--- src/rtl/gpio_poll_ctrl.sv ---
// AXI4-Lite master that configures the GPIO tri-state registers, then polls GPIO2_DATA and writes GPIO_DATA.
// Optional: define GPIO_POLL_CHANGE_ONLY_EN to skip the LED write when led_data matches the last OKAY write.
module gpio_poll_ctrl #(
  parameter logic [31:0] BASE_ADDR   = 32'h4000_0000,
  parameter int          POLL_CYCLES = 1000
) (
  input  logic        aclk,
  input  logic        areset,
  input  logic        enable,
  input  logic [31:0] led_data,
  output logic [31:0] btn_data,
  output logic        btn_valid,
  output logic        init_done,
  output logic        err,
  output logic [31:0] m_axi_awaddr,
  output logic [2:0]  m_axi_awprot,
  output logic        m_axi_awvalid,
  input  logic        m_axi_awready,
  output logic [31:0] m_axi_wdata,
  output logic [3:0]  m_axi_wstrb,
  output logic        m_axi_wvalid,
  input  logic        m_axi_wready,
  input  logic [1:0]  m_axi_bresp,
  input  logic        m_axi_bvalid,
  output logic        m_axi_bready,
  output logic [31:0] m_axi_araddr,
  output logic [2:0]  m_axi_arprot,
  output logic        m_axi_arvalid,
  input  logic        m_axi_arready,
  input  logic [31:0] m_axi_rdata,
  input  logic [1:0]  m_axi_rresp,
  input  logic        m_axi_rvalid,
  output logic        m_axi_rready
);

  localparam int TW = $clog2(POLL_CYCLES);
  localparam logic [TW-1:0] TMAX = TW'(POLL_CYCLES - 1);

  typedef enum logic [2:0] {
    INIT_TRI1, INIT_TRI2, IDLE, RD_ADDR, RD_DATA, WR, WR_RESP
  } state_t;

  state_t        state, state_nxt;
  logic [TW-1:0] timer;
  logic          wr_busy;
  logic          launch_wr, launch_rd;
  logic [31:0]   wr_addr, wr_data;
  logic          aw_hs, w_hs, b_hs, ar_hs, r_hs, aw_rem, w_rem;
  logic          skip_wr;

  assign m_axi_awprot = 3'b000;
  assign m_axi_arprot = 3'b000;
  assign m_axi_wstrb  = 4'hF;

  assign aw_hs  = m_axi_awvalid & m_axi_awready;
  assign w_hs   = m_axi_wvalid & m_axi_wready;
  assign b_hs   = m_axi_bvalid & m_axi_bready;
  assign ar_hs  = m_axi_arvalid & m_axi_arready;
  assign r_hs   = m_axi_rvalid & m_axi_rready;
  // Channel still waiting for its ready after the coming edge.
  assign aw_rem = m_axi_awvalid & ~m_axi_awready;
  assign w_rem  = m_axi_wvalid & ~m_axi_wready;

`ifdef GPIO_POLL_CHANGE_ONLY_EN
  logic [31:0] last_led;
  logic        last_vld;
  assign skip_wr = last_vld && (led_data == last_led);
`else
  assign skip_wr = 1'b0;
`endif

  always_comb begin
    state_nxt = state;
    launch_wr = 1'b0;
    launch_rd = 1'b0;
    wr_addr   = '0;
    wr_data   = '0;
    case (state)
      INIT_TRI1: begin
        if (!wr_busy) begin
          launch_wr = 1'b1;
          wr_addr   = BASE_ADDR + 32'h4;
        end else if (b_hs) begin
          state_nxt = INIT_TRI2;
          launch_wr = 1'b1;
          wr_addr   = BASE_ADDR + 32'hC;
          wr_data   = '1;
        end
      end
      INIT_TRI2: if (b_hs) state_nxt = IDLE;
      IDLE: begin
        if (enable && timer == TMAX) begin
          state_nxt = RD_ADDR;
          launch_rd = 1'b1;
        end
      end
      RD_ADDR: if (ar_hs) state_nxt = RD_DATA;
      RD_DATA: begin
        if (r_hs) begin
          if (skip_wr) begin
            state_nxt = IDLE;
          end else begin
            state_nxt = WR;
            launch_wr = 1'b1;
            wr_addr   = BASE_ADDR;
            wr_data   = led_data;
          end
        end
      end
      WR:      if (!aw_rem && !w_rem) state_nxt = WR_RESP;
      WR_RESP: if (b_hs) state_nxt = IDLE;
      default: state_nxt = INIT_TRI1;
    endcase
  end

  always_ff @(posedge aclk) begin
    if (areset) state <= INIT_TRI1;
    else        state <= state_nxt;
  end

  always_ff @(posedge aclk) begin
    if (areset) begin
      timer         <= '0;
      wr_busy       <= 1'b0;
      m_axi_awvalid <= 1'b0;
      m_axi_wvalid  <= 1'b0;
      m_axi_bready  <= 1'b0;
      m_axi_arvalid <= 1'b0;
      m_axi_rready  <= 1'b0;
      m_axi_awaddr  <= '0;
      m_axi_wdata   <= '0;
      m_axi_araddr  <= '0;
      btn_data      <= '0;
      btn_valid     <= 1'b0;
      init_done     <= 1'b0;
      err           <= 1'b0;
`ifdef GPIO_POLL_CHANGE_ONLY_EN
      last_led      <= '0;
      last_vld      <= 1'b0;
`endif
    end else begin
      btn_valid <= 1'b0;

      if (state == IDLE && enable && timer != TMAX) timer <= timer + TW'(1);
      else                                          timer <= '0;

      if (aw_hs) m_axi_awvalid <= 1'b0;
      if (w_hs)  m_axi_wvalid  <= 1'b0;

      // bready waits until both address and data have been accepted.
      if (b_hs) begin
        m_axi_bready <= 1'b0;
        wr_busy      <= 1'b0;
        if (m_axi_bresp != 2'b00) err <= 1'b1;
        if (state == INIT_TRI2) init_done <= 1'b1;
`ifdef GPIO_POLL_CHANGE_ONLY_EN
        if (state == WR_RESP && m_axi_bresp == 2'b00) begin
          last_led <= m_axi_wdata;
          last_vld <= 1'b1;
        end
`endif
      end else if (wr_busy && !aw_rem && !w_rem) begin
        m_axi_bready <= 1'b1;
      end

      if (launch_wr) begin
        m_axi_awvalid <= 1'b1;
        m_axi_wvalid  <= 1'b1;
        m_axi_awaddr  <= wr_addr;
        m_axi_wdata   <= wr_data;
        wr_busy       <= 1'b1;
      end

      if (launch_rd) begin
        m_axi_arvalid <= 1'b1;
        m_axi_araddr  <= BASE_ADDR + 32'h8;
      end
      if (ar_hs) begin
        m_axi_arvalid <= 1'b0;
        m_axi_rready  <= 1'b1;
      end
      if (r_hs) begin
        m_axi_rready <= 1'b0;
        if (m_axi_rresp == 2'b00) begin
          btn_data  <= m_axi_rdata;
          btn_valid <= 1'b1;
        end else begin
          err <= 1'b1;
        end
      end
    end
  end

endmodule

--- config.mk ---
export PLATFORM = sky130hd
export DESIGN_NAME = gpio_poll_ctrl
export DESIGN_NICKNAME = d
export VERILOG_FILES = /design/src/rtl/gpio_poll_ctrl.sv
export SDC_FILE = /design/constraint.sdc
export NUM_CORES = 1
export LEC_CHECK = 0
export CORE_MARGIN = 2
export CORE_UTILIZATION = 35
export DETAILED_ROUTE_END_ITERATION = 8
export MAX_ROUTING_LAYER = met4
export PLACE_DENSITY = 0.8
export SYNTH_ARGS = -nofsm -noshare
export SYNTH_HDL_FRONTEND = slang
export SYNTH_SLANG_ARGS = --single-unit
--- constraint.sdc ---
create_clock -name aclk -period 1.5 [get_ports aclk]
set_input_delay 0.3 -clock aclk [delete_from_list [all_inputs] [get_ports aclk]]
set_output_delay 0.3 -clock aclk [all_outputs]
set_load 0.05 [all_outputs]
## Word-level counts from Yosys, hierarchy flattened

Index checks and enable logic that the tools add are counted.

| word-level totals | value |
|---|---|
| register bits | 119 |
| input bits | 76 |
| output and inout bits | 146 |
| word-level logic and storage cells | 98 |

| operators by class | value |
|---|---|
| $add $sub $neg | 1 |
| eq/ne operators | 15 |
| muxes and demuxes | 33 |
| bitwise gates (word level) | 11 |
| reductions and logical operators | 23 |

Operator list:

| cell | number |
|---|---|
| 2-to-1 mux 32 bit | 3 |
| 2-to-1 mux 31 bit | 3 |
| one-hot mux 32 bit (2 select lines) | 1 |
| one-hot mux 31 bit (2 select lines) | 1 |
| 2-to-1 mux 3 bit | 7 |
| one-hot mux 3 bit (6 select lines) | 1 |
| 2-to-1 mux 1 bit | 16 |
| inequality test 2 bit, second input constant | 6 |
| OR reduction 2 bit | 6 |
| adder 10 x 1 -> 10 bit, second input constant | 1 |
| == test 10 bit, second input constant | 1 |
| inequality test 10 bit, second input constant | 1 |
| == test 3 bit, second input constant | 3 |
| nonzero test 2 bit | 4 |
| AND 1 bit | 7 |
| AND reduction 7 bit | 1 |
| == test 3 x 2 -> 1 bit, second input constant | 2 |
| logical AND 1 bit | 6 |
| inverter 1 bit | 4 |
| AND reduction 2 bit | 2 |
| == test 3 x 1 -> 1 bit, second input constant | 1 |
| logical NOT 3 bit | 1 |
| logical NOT 1 bit | 2 |
| logical NOT 2 bit | 1 |
| other kinds (2) | 2 |

## Longest topological paths before layout

Gate-level depths: netlist of run 1.

| logic depth | value |
|---|---|
| depth after elaboration | 6 |
| gate-level depth with buffers | 6 |
| gate-level depth less buffers | 5 |

## Least setup slack after synthesis of run 1

Ideal clock, no wire load.

| path | value |
|---|---|
| kind | reg-to-reg |
| from | reg m_axi_rready |
| to | reg btn_data[10] |
| setup time | 132 ps |
| data arrival time | 1731 ps |
| path slack | -363 ps |
| cell stages (with the launch flop) | 7 |
| path buffers | 2 |
| period minus slack after synthesis | 1863 ps |
| path through | dfxtp_1 -> nand2_1 -> or3_1 -> clkbuf_1 -> clkbuf_1 -> nand2_1 -> a21oi_1 |

| between the ends | value |
|---|---|
| cells in the longest elaborated chain, start to end | 2 |

Ends and longest elaborated chain:

| item | line | RTL |
|---|---|---|
| from (decl) | 33 | `output logic m_axi_rready` |
| from (signal assigned) | 129 | `m_axi_rready <= 1'b0;` |
| from (signal assigned) | 180 | `m_axi_rready <= 1'b1;` |
| from (signal assigned) | 183 | `m_axi_rready <= 1'b0;` |
| AND 1 bit | 59 | `assign r_hs = m_axi_rvalid & m_axi_rready;` |
| AND reduction 2 bit (no source line) | -- |  |
| to (signal assigned) | 185 | `btn_data <= m_axi_rdata;` |
| to (decl) | 11 | `output logic [31:0] btn_data,` |

Every way passes these cells.
A chain may end at the register's enable or synchronous reset.

## Worst setup path in the final report of run 1

| path | value |
|---|---|
| from | reg state[2] |
| to | reg m_axi_wdata[0] |

| between the ends | value |
|---|---|
| cells in the longest elaborated chain, start to end | 2 |
| elaborated cells between the ends (all ways) | 4 |
| those cells by class | eq/ne: 1; mux: 2; reduce/logical: 1 |

Ends and longest elaborated chain:

| item | line | RTL |
|---|---|---|
| from (decl) | 43 | `state_t state, state_nxt;` |
| from (signal assigned) | 118 | `else state <= state_nxt;` |
| == test 3 bit / logical NOT 3 bit (equally long branches) | 78 | `case (state)` |
| one-hot mux 32 bit (2 select lines) / one-hot mux 1 bit (2 select lines) (equally long branches) | 78 |  |
| to (signal assigned) | 170 | `m_axi_wdata <= wr_data;` |
| to (decl) | 19 | `output logic [31:0] m_axi_wdata,` |

Parallel ways exist; a longest one is shown, timed or not.

==> results of run 1 <==
[power by group through the flow]
stage          registers, uW  clock network, uW  logic, uW
2_1_floorplan           2850                  0        873
3_3_place_gp            2630                  0       1640
3_5_place_dp            2630                  0       1660
4_1_cts                 2580               1820       1690
5_1_grt                 2600               1920       1880
6_report                2590               1780       1800
[final cells by class]
class	count	area, sq um
Fill cell	866	4050
Timing Repair Buffer	198	2780
Multi-Input combinational cell	329	1830
Sequential cell	90	1820
Tap cell	140	175
Clock buffer	12	166
Clock inverter	4	47.5
Inverter	5	18.8
[placed cells by master, fill, tap and decap left out, drive strengths merged, types with 3 or more instances in the layout]
master         instances
buf                  121
a22oi                 32
nor2                  18
dfxtp                 90
nand3                  5
clkbuf                15
nor3                   3
xor2                   6
conb                  69
nand4                  3
inv                    5
o21ai                  4
nand2                 71
or3b                   3
nand2b                 7
clkdlybuf4s50         74
a21oi                 76
or3                    3
nand3b                 3
and2                   3
[worst max-delay path: cells and delay by family, from the launching register on]
| kind | cells | cell delay [ns] |
|---|---|---|
| AOI/OAI and AO/OA | 2 | 0.23 |
| DFF | 1 | 0.37 |
| and+or+nand+nor | 2 | 0.53 |
| buffers and inverters | 3 | 0.41 |
[sequential cells by signal (all words and copies together), names as in the netlist]
| name | cells |
|---|---|
| wr_busy | 1 |
| state | 3 |
| timer | 10 |
| btn_data | 32 |
| m_axi_bready | 1 |
| btn_valid | 1 |
| err | 1 |
| m_axi_arvalid | 1 |
| init_done | 1 |
| m_axi_awaddr | 3 |
| m_axi_wdata | 32 |
| m_axi_araddr | 1 |
| m_axi_rready | 1 |
| m_axi_wvalid | 1 |
| m_axi_awvalid | 1 |
[timing repair]
item | CTS | global route
pin swaps | 4 | 40
cloned | 0 | 4
endpoints found under the hold margin | 0 | 0
endpoints found under the setup margin | 45 | 44
resized for setup | 13 | 20
setup buffers | 2 | 2
[logic make-up after synthesis]
group	Yosys count
AOI/OAI and AO/OA	122
xor gates and xnor gates	7
adders and majority gates	1
buffers and inverters	105
DFF	90
muxes	3
other	2
and+or+nand+nor	127
[how the worst max path moves through the flow]
| stage | end | slack [ns] | depth (start not counted) | from |
|---|---|---|---|---|
| after global placement | state[1] | -0.33 | 5 | m_axi_arready |
| after CTS | m_axi_wdata[0] | -0.10 | 6 | state[2] |
| after floorplan | m_axi_wdata[27] | -0.04 | 6 | state[0] |
| after detailed placement | state[0] | -0.36 | 5 | m_axi_bvalid |
| after global routing | m_axi_wdata[13] | -0.17 | 7 | state[2] |
| final | m_axi_wdata[0] | -0.11 | 7 | state[2] |
[metrics by stage]
stage	instance area [sq um]	hold slack (ns)	instances	utilization
final	6840	0.353	778	0.628
after global routing	6840	0.357	778	0.628
after CTS	6630	0.325	772	0.609
after detailed placement	6360	0.483	754	0.584
after global placement	6360	0.472	754	0.584
after floorplan	4240	0.436	524	-
[per-layer routing]
layer | part of all wire | vias up
met3 | 0.059 | 19
met5 | 0 | -
li1 | - | 1766
met4 | 0.020 | 0
met2 | 0.53 | 140
met1 | 0.39 | 1711
==> metrics.txt, run 1 <==
setup violators final=35; asr flop ratio synth=0; Placement Setup Slack=-0.356 ns; row count=38; Reg2Reg Setup Slack=-0.11 ns; Mapped Cells=about 460; Top FF cell, synth=dfxtp_1; Post-Synthesis Cell Area=3940 sq um; max-slew violation count=0; Num CTS Buffers=9; Power Density=about 900 nW/um^2; GR Util All Layers=0.185; met3 usage=0.0476; most used cell, CP=buf_12; routed len/inst=between 15 and 20 um; antenna violations before repair=0; final worst slack=-0.113 ns; Skew-Pair Late Insertion Delay=approximately 0.36 ns; Final Hold Viols=0; Max rail drop VDD=between 0.6 and 0.7 mV; CTS max path bufs=2; layout cells sized above 1=0.290; Total Power=roughly 6200 uW; global route total overflow=0; cell taking the most area after synthesis=dfxtp_1; hold path depth=3; sw power=about 2000 uW; maximum clock rate=around 620 MHz; Initial Utilization=0.362; Worst Path Max Fanout=7; die area=roughly 12,000 sq um; Post-Synth XOR/XNOR Area=0.0156; sequential power share=0.419; CTS root buffer=clkbuf_8; Via Count=3,636; Compound-Gate Fraction of Synth Area=0.186; sequential area share after synthesis=0.458; number of diodes=0; top cells by count, synth=dfxtp_1, a21oi_1, buf_4; num ports=roughly 220; vias in the first global route=between 3,000 and 4,000; Post-Synth Simple-Gate Area=0.150; YS warnings=0; Top Usage Layer GRT=met2; met2 Usage GRT=0.315; period utilisation layout=1.08; clk slew on worst S/H paths=about 0.090 ns; logic gate share of total power=0.292; chip width=~110 um; Final Skew=between 0.01 and 0.015 ns; 1st-iter DRT viols=around 150; Mapped Avg Cell Area=around 8.6 sq um; share of the synthesized area in the top cell type=0.458; slowest stage cell, crit path=or3b_4; drt drc=0; nets=710; slowest stage delay, CP=~0.41 ns; hold crit path type=in2reg; register bit total from synthesis=90; clk sinks=90; Hold Path Sink=timer[0]; status=finished with violations; pin count of the biggest net entering global routing=84; IO buf count=approximately 150; Sw Ratio=0.331; global-route wire length before repair=between 15,000 and 20,000 um; GPL Wtd Cong=approximately 0.69; hpwl dp=a little over 8000 um; failing checks=negative setup slack; worst r2r src=state[2]; synth top area cells=dfxtp_1, buf_4, a21oi_1, nand2_1, a22oi_1; mux share of post-synthesis cell area=0.00794; Setup CP Type=reg2reg; Distinct cells, synth=between 40 and 50; Leak=approximately 0.0026 uW; adder-cell share of the synthesized area=0.00318; drt first pass iters=4; Worst R2R End=m_axi_wdata[0]; Int Pwr=4130 uW; Area growth syn-to-layout=73.7%; routed vias/inst=4.67; TritonCTS clock tree=yes; cts hold-fix bufs=0; CP arrival=1.89 ns; Post-Route WL=11,800 um; max-cap viol count=0; largest family of logic cells by synthesized area=compound AO/OA/AOI/OAI gates; Die Span Y=between 100 and 150 um; CTS H-tree depth=3; met1 global-route usage=0.202; most common cell in the netlist=dfxtp_1; startpoint types=flop; Critical Path RT=~1.8 ns; number of synthesized flops with an enable pin=0; Final Critical Period=1.61 ns; CORE AREA=between 10,000 and 15,000 sq um; Crit. End Element=flop; Post-DRT Antenna Nets=0; FF-to-FF path depth=7; RSZ-0062 raised after global routing=yes; TNS Setup=-2.86 ns; hold wc startpoint=areset; crit-path cells=or3b_4, buf_6, nor2_4, buf_12, buf_12, a22oi_2, a21oi_1; power share of the clock group=0.289
Note: power is estimated with default switching activity, not from simulation.
==> run 2: changes to the inputs <==
ABC_CLOCK_PERIOD_IN_PS = 1500   (was unset)
==> results of run 2 <==
Final layout, timing and power as in run 1 (identical DEF).
==> run 3: changes to the inputs <==
ABC_CLOCK_PERIOD_IN_PS = 1700   (was 1500)
PLACE_DENSITY = 0.77   (was 0.8)
clock period = 1.7 ns   (was 1.5 ns; I/O delays follow)
==> run 3 against run 2 <==
Against the previous run: die area did not move; highest routed layer unchanged; sequential power fell by 14%; power fell by 22%; critical endpoint is now state[0]; core utilization fell by 13 points; worst setup slack improved by 0.22 ns; first-iteration DRC count rose by 28%; global-route usage fell by 2.0 points; routed wire length fell by 15%; clock-buffer cell count fell by 2; via count fell by 2.9%; combinational power fell by 29%; the flow now finishes without violations; critical path type is now in2reg.
==> metrics.txt, run 3 (synthesis gave the netlist of run 1 again) <==
status=complete, no violations; global-route wire length before repair=15,300 um (-9.0%); RSZ-0062 raised after global routing=no; CP arrival=1.84 ns (-0.05 ns); area of the multi-input gates=1700 sq um (-7.4%); hold crit path type=in2reg; CTS root buffer=clkbuf_8; 1st-iter DRT viols=194 (+28%); dpl cell area=5260 sq um (-17%); routed len/inst=13.3 um (-12%); period utilisation layout=0.938; commonest non-fill, non-tap cells in the layout=buf_4, dfxtp_1, a21oi_1, clkdlybuf4s50_1, nand2_1; Worst Path Max Fanout=4 (-3); chip width=110 um (unchanged); Power Density=883 nW/um^2 (-2.1%); Reg area=1810 sq um (-0.76%); TNS Setup=0 ns (+2.86 ns); final worst slack=0.106 ns (+0.218 ns); startpoint types=primary input; Leak=0.00220 uW (-15%); TritonCTS clock tree=yes; num ports=222 (unchanged); Post-DRT Antenna Nets=0 (unchanged); max-slew violation count=0 (unchanged); Skew-Pair Late Insertion Delay=0.36 ns (about the same); routed vias/inst=4.67 (about the same); GR Util All Layers=0.165 (-0.0200); hold_ws=0.442 ns (+0.0890 ns); Via Count=3,532 (-2.9%); GPL Wtd Cong=0.768 (+11%); Placement Setup Slack=-0.251 ns (+0.105 ns); Die Span Y=110 um (unchanged); IO buf count=152 (unchanged); number of diodes=0 (unchanged); vias in the first global route=3,312 (-6.4%); Final Skew=0.0122 ns (-0.00115 ns); cts hold-fix bufs=0 (unchanged); Largest regs=btn_data (32), m_axi_wdata (32), timer (10); FF-to-FF path depth=5 (-2); drt drc=0 (unchanged); Crit. End Element=flop; global route total overflow=0 (unchanged); CORE AREA=10,900 sq um (unchanged); Post-Route WL=10,000 um (-15%); row count=38 (unchanged); Num CTS Buffers=9 (unchanged); die area=12,100 sq um (unchanged); Final Hold Viols=0 (unchanged); clk slew on worst S/H paths=0.08 ns (about the same); Final Cell Area=5440 sq um (-20%); CTS H-tree depth=3 (unchanged); setup violators final=0 (-100%); layout cells sized above 1=0.213 (-0.0773); Setup CP Type=in2reg; Critical Path RT=1.94 ns (+0.16 ns); Final Critical Period=1.59 ns; leading cell type in the layout, fill and taps excluded=buf_4; maximum clock rate=627 MHz; CTS max path bufs=2 (unchanged); Area growth syn-to-layout=38.1%; clk sinks=90 (unchanged); Core Util, Final=0.499 (-0.129); hpwl dp=7490 um (-9.1%); Initial Utilization=0.362 (unchanged); drt first pass iters=4 (unchanged); pin count of the biggest net entering global routing=84 (unchanged); hold path depth=4 (+1); Fillers=1,025 (+18%); Max rail drop VDD=0.482 mV (-23%); nets=688 (-3.1%); max-cap viol count=0 (unchanged); antenna violations before repair=0 (unchanged)
[run 3: cell types whose count changed in the layout (fill, tap and decap cells not counted), sizes merged]
cell and delta:
bufinv -1, clkinv +1, buf -19, inv +2, clkbuf -5
[run 3: report_power, final]
group / leakage, uW / switching, uW / internal [uW]
clock network: 0.0000868 / 763 / 535
registers: 0.000729 / 50.9 / 2190
logic: 0.00138 / 866 / 400
total: 0.00220 / 1680 / 3120
[run 3: path summary, 6_finish.rpt]
check / start / to / slack, ns
setup / recovery: m_axi_bvalid / state[0] / 0.11
hold / removal: areset / timer[0] / 0.44
setup reg to reg: state[0] / state[0] / 0.11
hold reg to reg: btn_data[31] / btn_data[31] / 0.46
[run 3: cell type report]
class	instances	area share
repair buffers	176	0.289
multi-input cells	329	0.312
well taps	140	0.0322
clock buffers	10	0.0235
inverters	5	0.00345
clock inverters	6	0.00736
flip-flops and latches	90	0.332
[run 3: repair_timing]
| action | CTS | global route |
|---|---|---|
| buffers inserted | 0 | 0 |
| endpoints found under the setup margin | 0 | 5 |
| resized for setup | 0 | 4 |
[run 3: routing by layer]
layer / GRT usage / vias to the layer above / share of wire
li1: - / 1724 / -
met4: 0.0561 / 0 / 0.018
met3: 0.0576 / 16 / 0.082
met5: - / - / 0
met2: 0.270 / 167 / 0.50
met1: 0.187 / 1625 / 0.40
[run 3: stage by stage]
step           instances  power [uW]
5_1_grt              756        5000
3_5_place_dp         740        3550
4_1_cts              756        4840
3_3_place_gp         740        3520
6_report             756        4800
2_1_floorplan        524        3270
[run 3: worst max-delay path, cell delays in order]
cell and delay (ns):
clkdlybuf4s50_1 0.49, and2_1 0.21, a21boi_2 0.09, or4_1 0.56, mux2i_1 0.14
